**src/rtl/ipid_rx_pkg.sv**
```systemverilog
// ipid_rx_pkg
// Shared types and defaults for the IP ID receive deframer (ipid_gpio_rx).
//   state_t    : deframer FSM states
//   err_code_t : abort reason reported on err_code
//   *_DEFAULT  : frame delimiters and geometry defaults
package ipid_rx_pkg;

  typedef enum logic [2:0] {
    ST_IDLE    = 3'd0,
    ST_ARM     = 3'd1,
    ST_CAPTURE = 3'd2,
    ST_TRAILER = 3'd3,
    ST_RELEASE = 3'd4,
    ST_DONE    = 3'd5,
    ST_ERROR   = 3'd6
  } state_t;

  typedef enum logic [1:0] {
    ERR_NONE    = 2'd0,
    ERR_TRAILER = 2'd1,
    ERR_ABORT   = 2'd2,
    ERR_TIMEOUT = 2'd3
  } err_code_t;

  localparam int unsigned NUM_IP_DEFAULT       = 16;
  localparam int unsigned WORD_W_DEFAULT       = 16;
  localparam int unsigned WORDS_PER_ID_DEFAULT = 16;
  localparam int unsigned TIMEOUT_DEFAULT      = 4096;
  localparam logic [15:0] HDR_DEFAULT          = 16'h7A7A;
  localparam logic [15:0] TRL_DEFAULT          = 16'hB9B9;

endpackage

```
**src/rtl/ipid_gpio_rx.sv**
```systemverilog
// ipid_gpio_rx
// Receive-side deframer collecting one 256-bit IP ID per slot over a 16-bit
// GPIO lane during secure boot.
// Ports:
//   clk            system clock
//   rst            asynchronous active-low reset
//   start          one-cycle run start (honoured in IDLE/DONE/ERROR only)
//   gpio_word_in   GPIO data lane
//   gpio_valid_in  host frame-active strobe
//   trigger_out    IP ID trigger to host (ARM/CAPTURE/TRAILER)
//   ip_addr_out    current slot index
//   ipid_valid     one-cycle strobe qualifying ipid_data/ipid_idx
//   ipid_idx       slot index of the delivered IP ID
//   ipid_data      assembled IP ID, first payload word in the MSBs
//   done           level: all slots delivered, cleared by start
//   error          level: run aborted, cleared by start
//   err_code       abort reason (see err_code_t)
module ipid_gpio_rx
  import ipid_rx_pkg::*;
#(
  parameter int unsigned NUM_IP       = NUM_IP_DEFAULT,
  parameter int unsigned WORD_W       = WORD_W_DEFAULT,
  parameter int unsigned WORDS_PER_ID = WORDS_PER_ID_DEFAULT,
  parameter int unsigned TIMEOUT      = TIMEOUT_DEFAULT,
  parameter logic [WORD_W-1:0] HDR    = WORD_W'(HDR_DEFAULT),
  parameter logic [WORD_W-1:0] TRL    = WORD_W'(TRL_DEFAULT),
  localparam int unsigned IPID_W      = WORD_W * WORDS_PER_ID
) (
  input  logic              clk,
  input  logic              rst,
  input  logic              start,
  input  logic [WORD_W-1:0] gpio_word_in,
  input  logic              gpio_valid_in,
  output logic              trigger_out,
  output logic [3:0]        ip_addr_out,
  output logic              ipid_valid,
  output logic [3:0]        ipid_idx,
  output logic [IPID_W-1:0] ipid_data,
  output logic              done,
  output logic              error,
  output logic [1:0]        err_code
);

  localparam int unsigned WCNT_W = (WORDS_PER_ID > 1) ? $clog2(WORDS_PER_ID) : 1;
  localparam int unsigned TCNT_W = (TIMEOUT > 1) ? $clog2(TIMEOUT) : 1;

  localparam logic [3:0]        SLOT_LAST = 4'(NUM_IP - 1);
  localparam logic [WCNT_W-1:0] WCNT_LAST = WCNT_W'(WORDS_PER_ID - 1);
  localparam logic [TCNT_W-1:0] TCNT_LAST = TCNT_W'(TIMEOUT - 1);

  state_t              state;
  err_code_t           err_q;
  logic [3:0]          slot;
  logic [WCNT_W-1:0]   wcnt;
  logic [TCNT_W-1:0]   tcnt;
  logic [IPID_W-1:0]   sreg;
  logic [IPID_W-1:0]   sreg_shifted;
  logic                hdr_seen;
  logic                trl_seen;
  logic                tmo_hit;

  // Oldest word migrates toward the MSBs as newer words enter at the bottom.
  assign sreg_shifted = {sreg[IPID_W-WORD_W-1:0], gpio_word_in};
  assign hdr_seen     = gpio_valid_in && (gpio_word_in == HDR);
  assign trl_seen     = gpio_word_in == TRL;
  assign tmo_hit      = tcnt == TCNT_LAST;

  assign trigger_out = (state == ST_ARM) || (state == ST_CAPTURE) ||
                       (state == ST_TRAILER);
  assign ip_addr_out = slot;
  assign err_code    = err_q;

  always_ff @(posedge clk or negedge rst) begin
    if (!rst) begin
      state      <= ST_IDLE;
      err_q      <= ERR_NONE;
      slot       <= '0;
      wcnt       <= '0;
      tcnt       <= '0;
      sreg       <= '0;
      ipid_data  <= '0;
      ipid_idx   <= '0;
      ipid_valid <= 1'b0;
      done       <= 1'b0;
      error      <= 1'b0;
    end else begin
      ipid_valid <= 1'b0;
      unique case (state)
        ST_IDLE, ST_DONE, ST_ERROR: begin
          if (start) begin
            done  <= 1'b0;
            error <= 1'b0;
            err_q <= ERR_NONE;
            slot  <= '0;
            tcnt  <= '0;
            state <= ST_ARM;
          end
        end

        // Non-header valid words are dropped (resync); the wait budget keeps
        // running across them. Timeout takes priority over a coincident header.
        ST_ARM: begin
          if (tmo_hit) begin
            tcnt  <= '0;
            error <= 1'b1;
            err_q <= ERR_TIMEOUT;
            state <= ST_ERROR;
          end else if (hdr_seen) begin
            tcnt  <= '0;
            wcnt  <= '0;
            state <= ST_CAPTURE;
          end else begin
            tcnt <= tcnt + TCNT_W'(1);
          end
        end

        ST_CAPTURE: begin
          if (!gpio_valid_in) begin
            error <= 1'b1;
            err_q <= ERR_ABORT;
            state <= ST_ERROR;
          end else begin
            sreg <= sreg_shifted;
            wcnt <= wcnt + WCNT_W'(1);
            if (wcnt == WCNT_LAST) begin
              state <= ST_TRAILER;
            end
          end
        end

        ST_TRAILER: begin
          if (!gpio_valid_in) begin
            error <= 1'b1;
            err_q <= ERR_ABORT;
            state <= ST_ERROR;
          end else if (!trl_seen) begin
            error <= 1'b1;
            err_q <= ERR_TRAILER;
            state <= ST_ERROR;
          end else begin
            ipid_data  <= sreg;
            ipid_idx   <= slot;
            ipid_valid <= 1'b1;
            tcnt       <= '0;
            state      <= ST_RELEASE;
          end
        end

        ST_RELEASE: begin
          if (tmo_hit) begin
            tcnt  <= '0;
            error <= 1'b1;
            err_q <= ERR_TIMEOUT;
            state <= ST_ERROR;
          end else if (!gpio_valid_in) begin
            tcnt <= '0;
            if (slot == SLOT_LAST) begin
              done  <= 1'b1;
              state <= ST_DONE;
            end else begin
              slot  <= slot + 4'd1;
              state <= ST_ARM;
            end
          end else begin
            tcnt <= tcnt + TCNT_W'(1);
          end
        end

        default: state <= ST_IDLE;
      endcase
    end
  end

endmodule

```
**config.mk**
```make
export PLATFORM = sky130hd
export DESIGN_NAME = ipid_gpio_rx
export DESIGN_NICKNAME = d
export VERILOG_FILES = /design/src/rtl/ipid_rx_pkg.sv /design/src/rtl/ipid_gpio_rx.sv
export SDC_FILE = /design/constraint.sdc
export NUM_CORES = 1
export LEC_CHECK = 0
export CORE_UTILIZATION = 40
export CTS_BUF_LIST = sky130_fd_sc_hd__clkbuf_4 sky130_fd_sc_hd__clkbuf_8
export DETAILED_ROUTE_END_ITERATION = 10
export MAX_ROUTING_LAYER = met4
export PLACE_DENSITY = 0.6
export SLEW_MARGIN = 20
export SYNTH_ARGS = -nofsm -noshare
export SYNTH_HDL_FRONTEND = slang
export SYNTH_SLANG_ARGS = --single-unit
```
**constraint.sdc**
```tcl
create_clock -name clk -period 3.4 [get_ports clk]
set_clock_uncertainty 0.2 [all_clocks]
set_input_delay 0.68 -clock clk [delete_from_list [all_inputs] [get_ports clk]]
set_output_delay 0.68 -clock clk [all_outputs]
set_load 0.03 [all_outputs]
```
# Yosys cells after proc, flatten, opt, wreduce, memory -nomap -nowiden
# Index checks and enable logic that the tools add are counted.
[word_totals] regBits=544 latchBits=0 mem_bits_ro=0 memories=0 mem_bits_rw=0 out_inout_bits=270
[op_classes] n_bitwise=0 reduce_logical=18 n_eq_ne=27 n_shift=0 magnitude_cmp=0 div_mod_pow=0 muxes=47 mul=0 add_sub_neg=3
[ops] op="two-way mux 12 bit" n=7
[ops] op="one-hot mux 12 bit (4 select lines)" n=1
[ops] op="two-way mux 4 bit" n=7
[ops] op="two-way mux 3 bit" n=8
[ops] op="!= test 2 bit, second input constant" n=11
[ops] op="== test 16 x 15 -> 1 bit, second input constant" n=1
[ops] op="== test 16 bit, second input constant" n=1
[ops] op="one-hot mux 4 bit (2 select lines)" n=2
[ops] op="one-hot mux 3 bit (5 select lines)" n=1
[ops] op="AND reduction 5 bit" n=3
[ops] op="two-way mux 2 bit" n=7
[ops] op="adder 12 x 1 -> 12 bit, second input constant" n=1
[ops] op="== test 12 bit, second input constant" n=1
[ops] op="AND reduction 4 bit" n=3
[ops] op="two-way mux 1 bit" n=11
[ops] op="== test 3 bit, second input constant" n=3
[ops] op="!= test 3 bit, second input constant" n=3
[ops] op="adder 4 x 1 -> 4 bit, second input constant" n=2
[ops] op="== test 4 bit, second input constant" n=2
[ops] op="one-hot mux 2 bit (4 select lines)" n=1
[ops] op="nonzero test 4 bit" n=2
[ops] op="== test 3 x 2 -> 1 bit, second input constant" n=2
[ops] op="one-hot mux 1 bit (4 select lines)" n=1
[ops] op="nonzero test 2 bit" n=2
[ops] op="other kinds (11)" n=12

# Longest topological paths before layout
# Gate-level depths: netlist (run 1).
[depth] depth_word=5 mapped_depth=10 depth_no_buf=8

# Worst setup path after synthesis (run 1)
# Ideal clock, no wire load.
[synth_path] path_kind="input to register" start="input gpio_valid_in" end="register tcnt[6]" slack_ps=1033 t_arrival_ps=2038 setup_time_ps=129 path_stages=8 path_cell_list="buf_4 and3b_1 nor3b_2 a31oi_1 or2_1 buf_2 a22oi_1 o31ai_1"
[synth_via] elab_chain_cells=4
[synth_lines] element="from (decl)" line_no="ipid_gpio_rx.sv:33" rtl="input logic gpio_valid_in,"
[synth_lines] element="logical AND 1 bit" line_no="ipid_gpio_rx.sv:64" rtl="assign hdr_seen = gpio_valid_in && (gpio_word_in == HDR);"
[synth_lines] element="two-way mux 12 bit" line_no="ipid_gpio_rx.sv:108" rtl="end else if (hdr_seen) begin"
[synth_lines] element="two-way mux 12 bit" line_no="ipid_gpio_rx.sv:103" rtl="if (tmo_hit) begin"
[synth_lines] element="one-hot mux 12 bit (4 select lines)" line_no="ipid_gpio_rx.sv:88" rtl="unique case (state)"
[synth_lines] element="to (signal assigned)" line_no="ipid_gpio_rx.sv:113" rtl="tcnt <= tcnt + TCNT_W'(1);"
[synth_lines] element="to (signal assigned)" line_no="ipid_gpio_rx.sv:165" rtl="tcnt <= tcnt + TCNT_W'(1);"
[synth_lines] element="to (decl)" line_no="ipid_gpio_rx.sv:55" rtl="logic [TCNT_W-1:0] tcnt;"
# Parallel ways exist; a longest one is shown, timed or not.
# A chain may end at the register's enable or synchronous reset.

# Worst setup path in the final report (run 1)
[layout_path] start="register state[1]" end="output trigger_out"
[layout_via] elab_chain_cells=3
[layout_lines] element="from (decl)" line_no="ipid_gpio_rx.sv:51" rtl="state_t state;"
[layout_lines] element="from (signal assigned)" line_no="ipid_gpio_rx.sv:75" rtl="state <= ST_IDLE;"
[layout_lines] element="from (signal assigned)" line_no="ipid_gpio_rx.sv:96" rtl="state <= ST_ARM;"
[layout_lines] element="from (signal assigned)" line_no="ipid_gpio_rx.sv:107" rtl="state <= ST_ERROR;"
[layout_lines] element="== test 3 x 1 -> 1 bit or == test 3 x 2 -> 1 bit (tied branches)" line_no="ipid_gpio_rx.sv:68" rtl="assign trigger_out = (state == ST_ARM) || (state == ST_CAPTURE) ||"
[layout_lines] element="logical OR 1 bit" line_no="ipid_gpio_rx.sv:68"
[layout_lines] element="logical OR 1 bit (*)" line_no="ipid_gpio_rx.sv:68"
[layout_lines] element="to (decl)" line_no="ipid_gpio_rx.sv:34" rtl="output logic trigger_out,"
# Every way passes the cells marked *; elsewhere a longest branch is shown, timed or not.

==> metrics.log, run 1 <==
[metrics] cell with the biggest individual delay on the critical path: sky130_fd_sc_hd__dfrtp_1
[metrics] syn nets: 2414
[metrics] pwr/cell area: roughly 630 mW/mm^2
[metrics] Final HPWL DP: 38.1 mm
[metrics] R2R cell count: 7
[metrics] DR DRC count: 0
[metrics] Routed Antenna Nets: 0
[metrics] final hold violation count: 0
[metrics] most frequent cells in the layout: sky130_fd_sc_hd__nand2_1 (1573), sky130_fd_sc_hd__dfrtp_1 (544), sky130_fd_sc_hd__clkdlybuf4s50_1 (288), sky130_fd_sc_hd__clkbuf_8 (120), sky130_fd_sc_hd__buf_12 (27)
[metrics] CTS Root Buffer Type: sky130_fd_sc_hd__clkbuf_8
[metrics] Post-Synthesis Cells: approximately 2400
[metrics] CTS sink cnt: approximately 540
[metrics] post-route cell area: roughly 0.027 sq mm
[metrics] most used flip-flop cell after synthesis: sky130_fd_sc_hd__dfrtp_1
[metrics] number of distinct library cell variants in the gate-level netlist after synthesis: between 50 and 60
[metrics] most used routing layer in global routing: met2
[metrics] origin of the critical flop-to-flop path: state[1]$_DFFE_PN0P_
[metrics] max_cap viols: 0
[metrics] post-CTS repair timing setup buffer count: 0
[metrics] area inside the core boundary: slightly above 0.05 sq mm
[metrics] first-pass GRT wire length: approximately 92 mm
[metrics] hold-fix buffers at CTS: 1
[metrics] post-CTS clock slew at the launch and capture registers of the worst setup and hold paths: 0.06 ns
[metrics] number of slew-limit violations in the final report: 0
[metrics] path class of the lowest-slack min-delay path: reg2reg
[metrics] Seq/Total Area, Yosys: between 60% and 70%
[metrics] Avg WL per Cell: roughly 16 microns
[metrics] number of fillers in the final layout: ~4800
[metrics] run status: finished clean
[metrics] number of global-route vias before repair: 16726
[metrics] CTS tree: yes
[metrics] remaining max-slew budget at the tightest pin: a little under half
[metrics] vias: around 17000
[metrics] critical path fanouts, max: 14
[metrics] remaining global-route overflow: 0
[metrics] startpoint kind of the worst setup timing path: flop
[metrics] reg-to-reg slack, setup: 0.62 ns
[metrics] Total Routed Length: between 50 and 60 mm
[metrics] violation count after the first detailed-route iteration: approximately 1200
[metrics] # setup viols final: 0
[metrics] worst supply voltage drop on vdd: roughly 0.29 mV
[metrics] Crit Path Category: reg2out
[metrics] routed vias/inst: ~4.8
[metrics] number of nets in the final layout: about 2700
[metrics] Final Power: around 17 mW
[metrics] Critical path destination: trigger_out
[metrics] final critical path time including I/O delays and setup: 3.20 ns
[metrics] share of synthesized flip-flops with an asynchronous set or reset: between 90% and 100%
[metrics] pin count of the biggest net entering global routing: around 160
[metrics] number of buffers inserted by port buffering: a little under 300
[metrics] worst-path cell chain: nor2_1 > nor2_1 > clkdlybuf4s50_1
[metrics] layout cell share with drive strength beyond 1: under 10%
[metrics] post-synthesis instance area: between 0.02 and 0.025 sq mm
[metrics] # rows: 83
[metrics] setup total negative slack: 0 ns
[metrics] CP Capture Type: output port
[metrics] Diodes inserted: 0
[metrics] required time reported for the critical path endpoint: roughly 2.5 ns
[metrics] fmax: approximately 310 MHz
[metrics] Vert. Die Dim: 232 microns
[metrics] P&R area growth vs syn: 28.3%
[metrics] met2 GRT Util: 34.0%
[metrics] first-pass iteration count of the detailed router: 5
[metrics] starting utilization of the core area: just over 40%
[metrics] GR Util All Layers: roughly 22%
[metrics] endpoint of the worst register-to-register path: sreg[160]$_DFFE_PN0P_
[metrics] number of buffers created by CTS: 91
[metrics] number of synthesized flops with an enable pin: 0
[metrics] insertion delay to the later sink of the worst-skew pair: 0.67 ns
[metrics] critical path data arrival time: 2.32 ns
[metrics] Critical Path Source: state[1]$_DFFE_PN0P_
[metrics] initial antenna violation count: 0
[metrics] largest stage delay on the critical path: 0.71 ns
[metrics] number of warnings reported in the yosys synthesis log: 0
[metrics] average cell area after synthesis: ~8.8 sq um
[metrics] routability-driven placement congestion ratio: 0.867
[metrics] standby leakage power: between 10 and 15 nW
[metrics] period utilization: between 90% and 100%
[metrics] worst slew pin tran: about 0.8 ns
[metrics] clock tree buffer depth: 3
[metrics] H-Tree Depth: 3
[metrics] GRT met3 Usage: ~4.2%
[metrics] post_cts resized: 0
[metrics] met1 track demand over resource in global routing: around 30%
[metrics] Critical Path Most Common Cell: sky130_fd_sc_hd__nor2_1
[metrics] number of I/O pins: 290
[metrics] Seq cells post-synth: ~540
[metrics] worst hold slack after final layout: 0.263 ns
[metrics] most common cell after layout, fill and taps aside: sky130_fd_sc_hd__nand2_1
[metrics] RSZ-0062 raised after global routing: no
[metrics] area of the die: approximately 0.054 sq mm
[metrics] x dimension of the die: approximately 230 microns
[metrics] total cell area at the placement stage: roughly 0.025 sq mm
Yosys cell counts (2+ instances only):
cell / instances / area, sq um
sky130_fd_sc_hd__a211oi_1: 3 / 22.5
sky130_fd_sc_hd__a21oi_1: 13 / 65.1
sky130_fd_sc_hd__a22o_1: 4 / 35.0
sky130_fd_sc_hd__a2bb2oi_1: 2 / 17.5
sky130_fd_sc_hd__and2_1: 3 / 18.8
sky130_fd_sc_hd__and3_1: 6 / 37.5
sky130_fd_sc_hd__buf_1: 2 / 7.51
sky130_fd_sc_hd__buf_2: 37 / 185
sky130_fd_sc_hd__buf_4: 23 / 173
sky130_fd_sc_hd__clkbuf_1: 59 / 221
sky130_fd_sc_hd__dfrtp_1: 544 / 13600
sky130_fd_sc_hd__ha_1: 3 / 37.5
sky130_fd_sc_hd__inv_1: 6 / 22.5
sky130_fd_sc_hd__inv_2: 2 / 7.51
sky130_fd_sc_hd__mux2_2: 2 / 22.5
sky130_fd_sc_hd__nand2_1: 1574 / 5910
sky130_fd_sc_hd__nand2b_1: 2 / 12.5
sky130_fd_sc_hd__nand3_1: 16 / 80.1
sky130_fd_sc_hd__nand4_1: 4 / 25.0
sky130_fd_sc_hd__nand4b_1: 2 / 17.5
sky130_fd_sc_hd__nor2_1: 13 / 48.8
sky130_fd_sc_hd__nor2b_1: 2 / 12.5
sky130_fd_sc_hd__nor3_1: 5 / 25.0
sky130_fd_sc_hd__nor4bb_1: 3 / 30.0
sky130_fd_sc_hd__o21ai_0: 19 / 95.1
sky130_fd_sc_hd__o21ai_1: 5 / 25.0
sky130_fd_sc_hd__o31ai_1: 4 / 30.0
sky130_fd_sc_hd__o41ai_1: 2 / 17.5
sky130_fd_sc_hd__or4b_1: 2 / 20.0
sky130_fd_sc_hd__xnor2_1: 2 / 17.5
sequential cells by signal, summed over array words and instances (netlist names):
register and flops:
tcnt 12, state 3, ip_addr_out 4, done 1, wcnt 4, sreg 256, err_code 2, error 1
ipid_valid 1, ipid_idx 4, ipid_data 256
stage by stage:
step           utilization [%]  setup slack, ns  std cells
2_1_floorplan                -             1.03       2390
3_3_place_gp              48.4            0.220       3291
3_5_place_dp              48.4            0.184       3291
4_1_cts                   52.3            0.136       3456
5_1_grt                   52.3           0.0390       3456
6_report                  52.3            0.196       3456
routing by layer:
metal / vias up / part of all wire, % / wire (microns)
li1: 7977 / - / -
met5: - / 0 / 0
met1: 8060 / 45 / 25700
met4: 0 / 2.4 / 1390
met3: 95 / 5.2 / 2920
met2: 383 / 47 / 26500
critical path, delay by kind of cell (launching register included):
family        cells  cell delay [ns]
buf+inv           1             0.69
simple gates      2             0.26
flops             1             0.71
how the worst min path moves through the flow:
stage,start,to,slack [ns],cells after the start
final,ipid_data[255]$_DFFE_PN0P_,ipid_data[255]$_DFFE_PN0P_,0.26,2
after global routing,ipid_data[255]$_DFFE_PN0P_,ipid_data[255]$_DFFE_PN0P_,0.28,2
after CTS,ipid_data[123]$_DFFE_PN0P_,ipid_data[123]$_DFFE_PN0P_,0.27,2
after detailed placement,ipid_data[123]$_DFFE_PN0P_,ipid_data[123]$_DFFE_PN0P_,0.25,2
after global placement,ipid_data[209]$_DFFE_PN0P_,ipid_data[209]$_DFFE_PN0P_,0.25,2
after floorplan,rst,done$_DFFE_PN0P_,0.18,0
power breakdown:
group | total [mW] | internal, mW | switching, mW
combinational | 2.45 | 0.847 | 1.60
clock | 6.38 | 3.74 | 2.64
sequential | 8.35 | 7.40 | 0.955
total | 17.2 | 12.0 | 5.19
cells by family after synthesis:
family                   after synthesis  synth area share, %
flip-flops                           544                 64.5
AO/OA/AOI/OAI                         62                 1.87
buffers and inverters                129                 2.92
XOR/XNOR                               2               0.0830
multiplexers                           3                0.154
adder cells (fa/ha/maj)                4                0.273
AND/OR/NAND/NOR                     1646                 30.2
area by class of cell:
type / instances / area [sq um] / share of cell area (%)
repair buffers: 343 / 3640 / 13.5
well taps: 680 / 851 / 3.14
inverters: 8 / 30.0 / 0.111
flip-flops and latches: 544 / 13600 / 50.3
multi-input cells: 1717 / 6880 / 25.4
clock buffers: 146 / 1850 / 6.82
clock inverters: 18 / 205 / 0.758
Power figures use the tool's default switching activity.
==> inputs of run 2 (changes only) <==
PLACE_DENSITY = 0.61   (was 0.6)
==> run 2 against run 1 <==
Setup slack better by 0.051 ns. Critical endpoint unchanged. Flip-flop and latch count stayed put. Non-clock buffer count is 13 lower. Final area fell by 1.3%.
==> metrics.log, run 2 (synthesis results as in run 1) <==
[metrics] critical path fanouts, max: 14 (unchanged)
[metrics] fmax: 317 MHz (+1.6%)
[metrics] violation count after the first detailed-route iteration: 1184 (-4.0%)
[metrics] number of fillers in the final layout: 4851 (+1.5%)
[metrics] number of buffers created by CTS: 91 (unchanged)
[metrics] number of global-route vias before repair: 16688 (-0.23%)
[metrics] non-filler cells in the finished layout: 3436 (-0.58%)
[metrics] x dimension of the die: 232 microns (unchanged)
[metrics] Placed Cells incl. Taps: 3278 (-0.40%)
[metrics] cell-internal power: 11.6 mW (-2.9%)
[metrics] routed vias/inst: 4.80 (+0.48%)
[metrics] # rows: 83 (unchanged)
[metrics] remaining global-route overflow: 0 (unchanged)
[metrics] Avg WL per Cell: 16.3 microns (-0.32%)
[metrics] Routed Antenna Nets: 0 (unchanged)
[metrics] post-route cell area: 0.0267 sq mm (-1.3%)
[metrics] switching power as a share of total power: 30.4% (+0.13 points)
[metrics] Crit Path Category: reg2out
[metrics] CP Capture Type: output port
[metrics] clock tree buffer depth: 3 (unchanged)
[metrics] worst supply voltage drop on vdd: 0.336 mV (+15%)
[metrics] standby leakage power: 14.5 nW (-1.1%)
[metrics] max_cap viols: 0 (unchanged)
[metrics] starting utilization of the core area: 40.8% (unchanged)
[metrics] post-CTS clock slew at the launch and capture registers of the worst setup and hold paths: 0.06 ns (about the same)
[metrics] run status: finished clean
[metrics] period utilization: 92.7% (-1.5 points)
[metrics] number of nets in the final layout: 2716 (-0.48%)
[metrics] H-Tree Depth: 3 (unchanged)
[metrics] area of the die: 0.0537 sq mm (unchanged)
[metrics] post-CTS repair timing setup buffer count: 0 (unchanged)
[metrics] cell with the biggest individual delay on the critical path: sky130_fd_sc_hd__clkdlybuf4s50_1
[metrics] Diodes inserted: 0 (unchanged)
[metrics] CTS sink cnt: 544 (unchanged)
[metrics] first-pass iteration count of the detailed router: 6 (+1)
[metrics] Total Routed Length: 56.0 mm (-0.90%)
[metrics] pwr/cell area: 625 mW/mm^2 (-1.5%)
[metrics] area inside the core boundary: 0.0517 sq mm (unchanged)
[metrics] Final HPWL DP: 37.0 mm (-2.9%)
[metrics] # setup viols final: 0 (unchanged)
[metrics] CTS tree: yes
[metrics] sequential share of power: 50.0% (+1.4 points)
[metrics] remaining max-slew budget at the tightest pin: 46.4% (+1.2 points)
[metrics] setup total negative slack: 0 ns (unchanged)
[metrics] largest stage delay on the critical path: 0.70 ns (about the same)
[metrics] layout cell share with drive strength beyond 1: 7.80% (-0.63 points)
[metrics] total net switching power: 5.07 mW (-2.3%)
[metrics] pin count of the biggest net entering global routing: 145 (-9.9%)
[metrics] Gate power share: 14.2% (about the same)
[metrics] most frequent cells in the layout: sky130_fd_sc_hd__nand2_1 (1573), sky130_fd_sc_hd__dfrtp_1 (543), sky130_fd_sc_hd__clkdlybuf4s50_1 (288), sky130_fd_sc_hd__clkbuf_8 (115), sky130_fd_sc_hd__clkbuf_4 (31)
[metrics] vias: 16499 (-0.097%)
[metrics] CTS Root Buffer Type: sky130_fd_sc_hd__clkbuf_8
[metrics] crit path setup slack, layout: 0.247 ns (+0.0510 ns)
[metrics] worst slack, placed: 0.303 ns (+0.120 ns)
[metrics] Regs by FF count: ipid_data x256, sreg x256, tcnt x12
[metrics] path class of the lowest-slack min-delay path: reg2reg
[metrics] routability-driven placement congestion ratio: 0.866 (about the same)
[metrics] startpoint kind of the worst setup timing path: flop
[metrics] Critical Path Most Common Cell: sky130_fd_sc_hd__nor2_1
[metrics] GR Util All Layers: 22.0% (-0.32 points)
[metrics] worst slew pin tran: 0.804 ns (-0.0179 ns)
[metrics] most common cell after layout, fill and taps aside: sky130_fd_sc_hd__nand2_1
[metrics] worst-path cell chain: nor2_1 > nor2_1 > clkdlybuf4s50_1
[metrics] first-pass GRT wire length: 90.6 mm (-1.2%)
[metrics] final hold violation count: 0 (unchanged)
[metrics] number of I/O pins: 290 (unchanged)
[metrics] required time reported for the critical path endpoint: 2.52 ns (about the same)
[metrics] DR DRC count: 0 (unchanged)
[metrics] critical path data arrival time: 2.27 ns (-0.05 ns)
[metrics] RSZ-0062 raised after global routing: no
[metrics] P&R area growth vs syn: 26.7%
[metrics] final critical path time including I/O delays and setup: 3.15 ns (-0.0510 ns)
[metrics] Vert. Die Dim: 232 microns (unchanged)
[metrics] number of buffers inserted by port buffering: 289 (unchanged)
[metrics] total cell area at the placement stage: 0.0248 sq mm (-0.79%)
[metrics] number of slew-limit violations in the final report: 0 (unchanged)
[metrics] clock power share: 35.8% (-1.3 points)
[metrics] insertion delay to the later sink of the worst-skew pair: 0.66 ns (about the same)
[metrics] initial antenna violation count: 0 (unchanged)
[metrics] worst hold slack after final layout: 0.266 ns (+0.00255 ns)
[run 2: changes by cell type in the layout (fill, tap and decap cells not counted), moves of 2 or more]
cell / delta
sky130_fd_sc_hd__buf_12: -8
sky130_fd_sc_hd__buf_4: -5
sky130_fd_sc_hd__clkinvlp_4: -2
sky130_fd_sc_hd__clkbuf_4: +5
sky130_fd_sc_hd__clkbuf_8: -5
sky130_fd_sc_hd__bufinv_16: -3
[run 2: layer usage]
layer	up-vias	GRT usage, %	wire length [microns]
met5	-	-	0
met2	420	33.5	26400
met3	77	3.99	2900
met4	0	8.04	1430
li1	7925	-	-
met1	8077	29.4	25300
[run 2: worst max-delay path, delay by kind of cell (launching register included)]
kind | cells | cell delay [ns]
and+or+nand+nor | 2 | 0.28
DFF | 1 | 0.66
buffers and inverters | 1 | 0.70
[run 2: path summary, 6_finish.rpt]
check                                                 from                          to  slack [ns]  depth (start not counted)
worst max register to register        state[2]$_DFFE_PN0P_        tcnt[11]$_DFFE_PN0P_        0.71                          8
worst max-delay path                  state[1]$_DFFE_PN0P_                 trigger_out        0.25                          3
worst min-delay path            ipid_data[224]$_DFFE_PN0P_  ipid_data[224]$_DFFE_PN0P_        0.27                          2
min in group asynchronous                              rst  ipid_data[221]$_DFFE_PN0P_        0.41                          2
max in group asynchronous                              rst        sreg[25]$_DFFE_PN0P_        1.69                          3
worst min register to register  ipid_data[224]$_DFFE_PN0P_  ipid_data[224]$_DFFE_PN0P_        0.27                          2
[run 2: timing repair]
action	CTS	global route
hold buffers	1	0
hold endpoints to repair	47	0
gates resized for setup	0	1
setup endpoints to repair	0	1
[run 2: per-stage QoR]
step           power (mW)  util (%)
2_1_floorplan        9.81         -
3_3_place_gp         10.8      48.0
3_5_place_dp         10.9      48.0
4_1_cts              16.9      51.7
5_1_grt              17.6      51.7
6_report             16.7      51.7
[run 2: power groups by stage]
stage	Combinational, mW	Clock (mW)	Sequential (mW)
after floorplan	1.74	0	8.08
after global placement	2.34	0	8.44
after detailed placement	2.41	0	8.45
after CTS	2.42	6.15	8.35
after global routing	2.75	6.42	8.47
final	2.38	5.98	8.35
[run 2: area by class of cell]
cell class / instances / area (sq um) / share of cell area [%]
Sequential cell: 544 / 13600 / 50.9
Multi-Input combinational cell: 1717 / 6880 / 25.8
Clock inverter: 11 / 83.8 / 0.314
Tap cell: 680 / 851 / 3.18
Timing Repair Buffer: 330 / 3450 / 12.9
Inverter: 8 / 30.0 / 0.112
Clock buffer: 146 / 1820 / 6.79
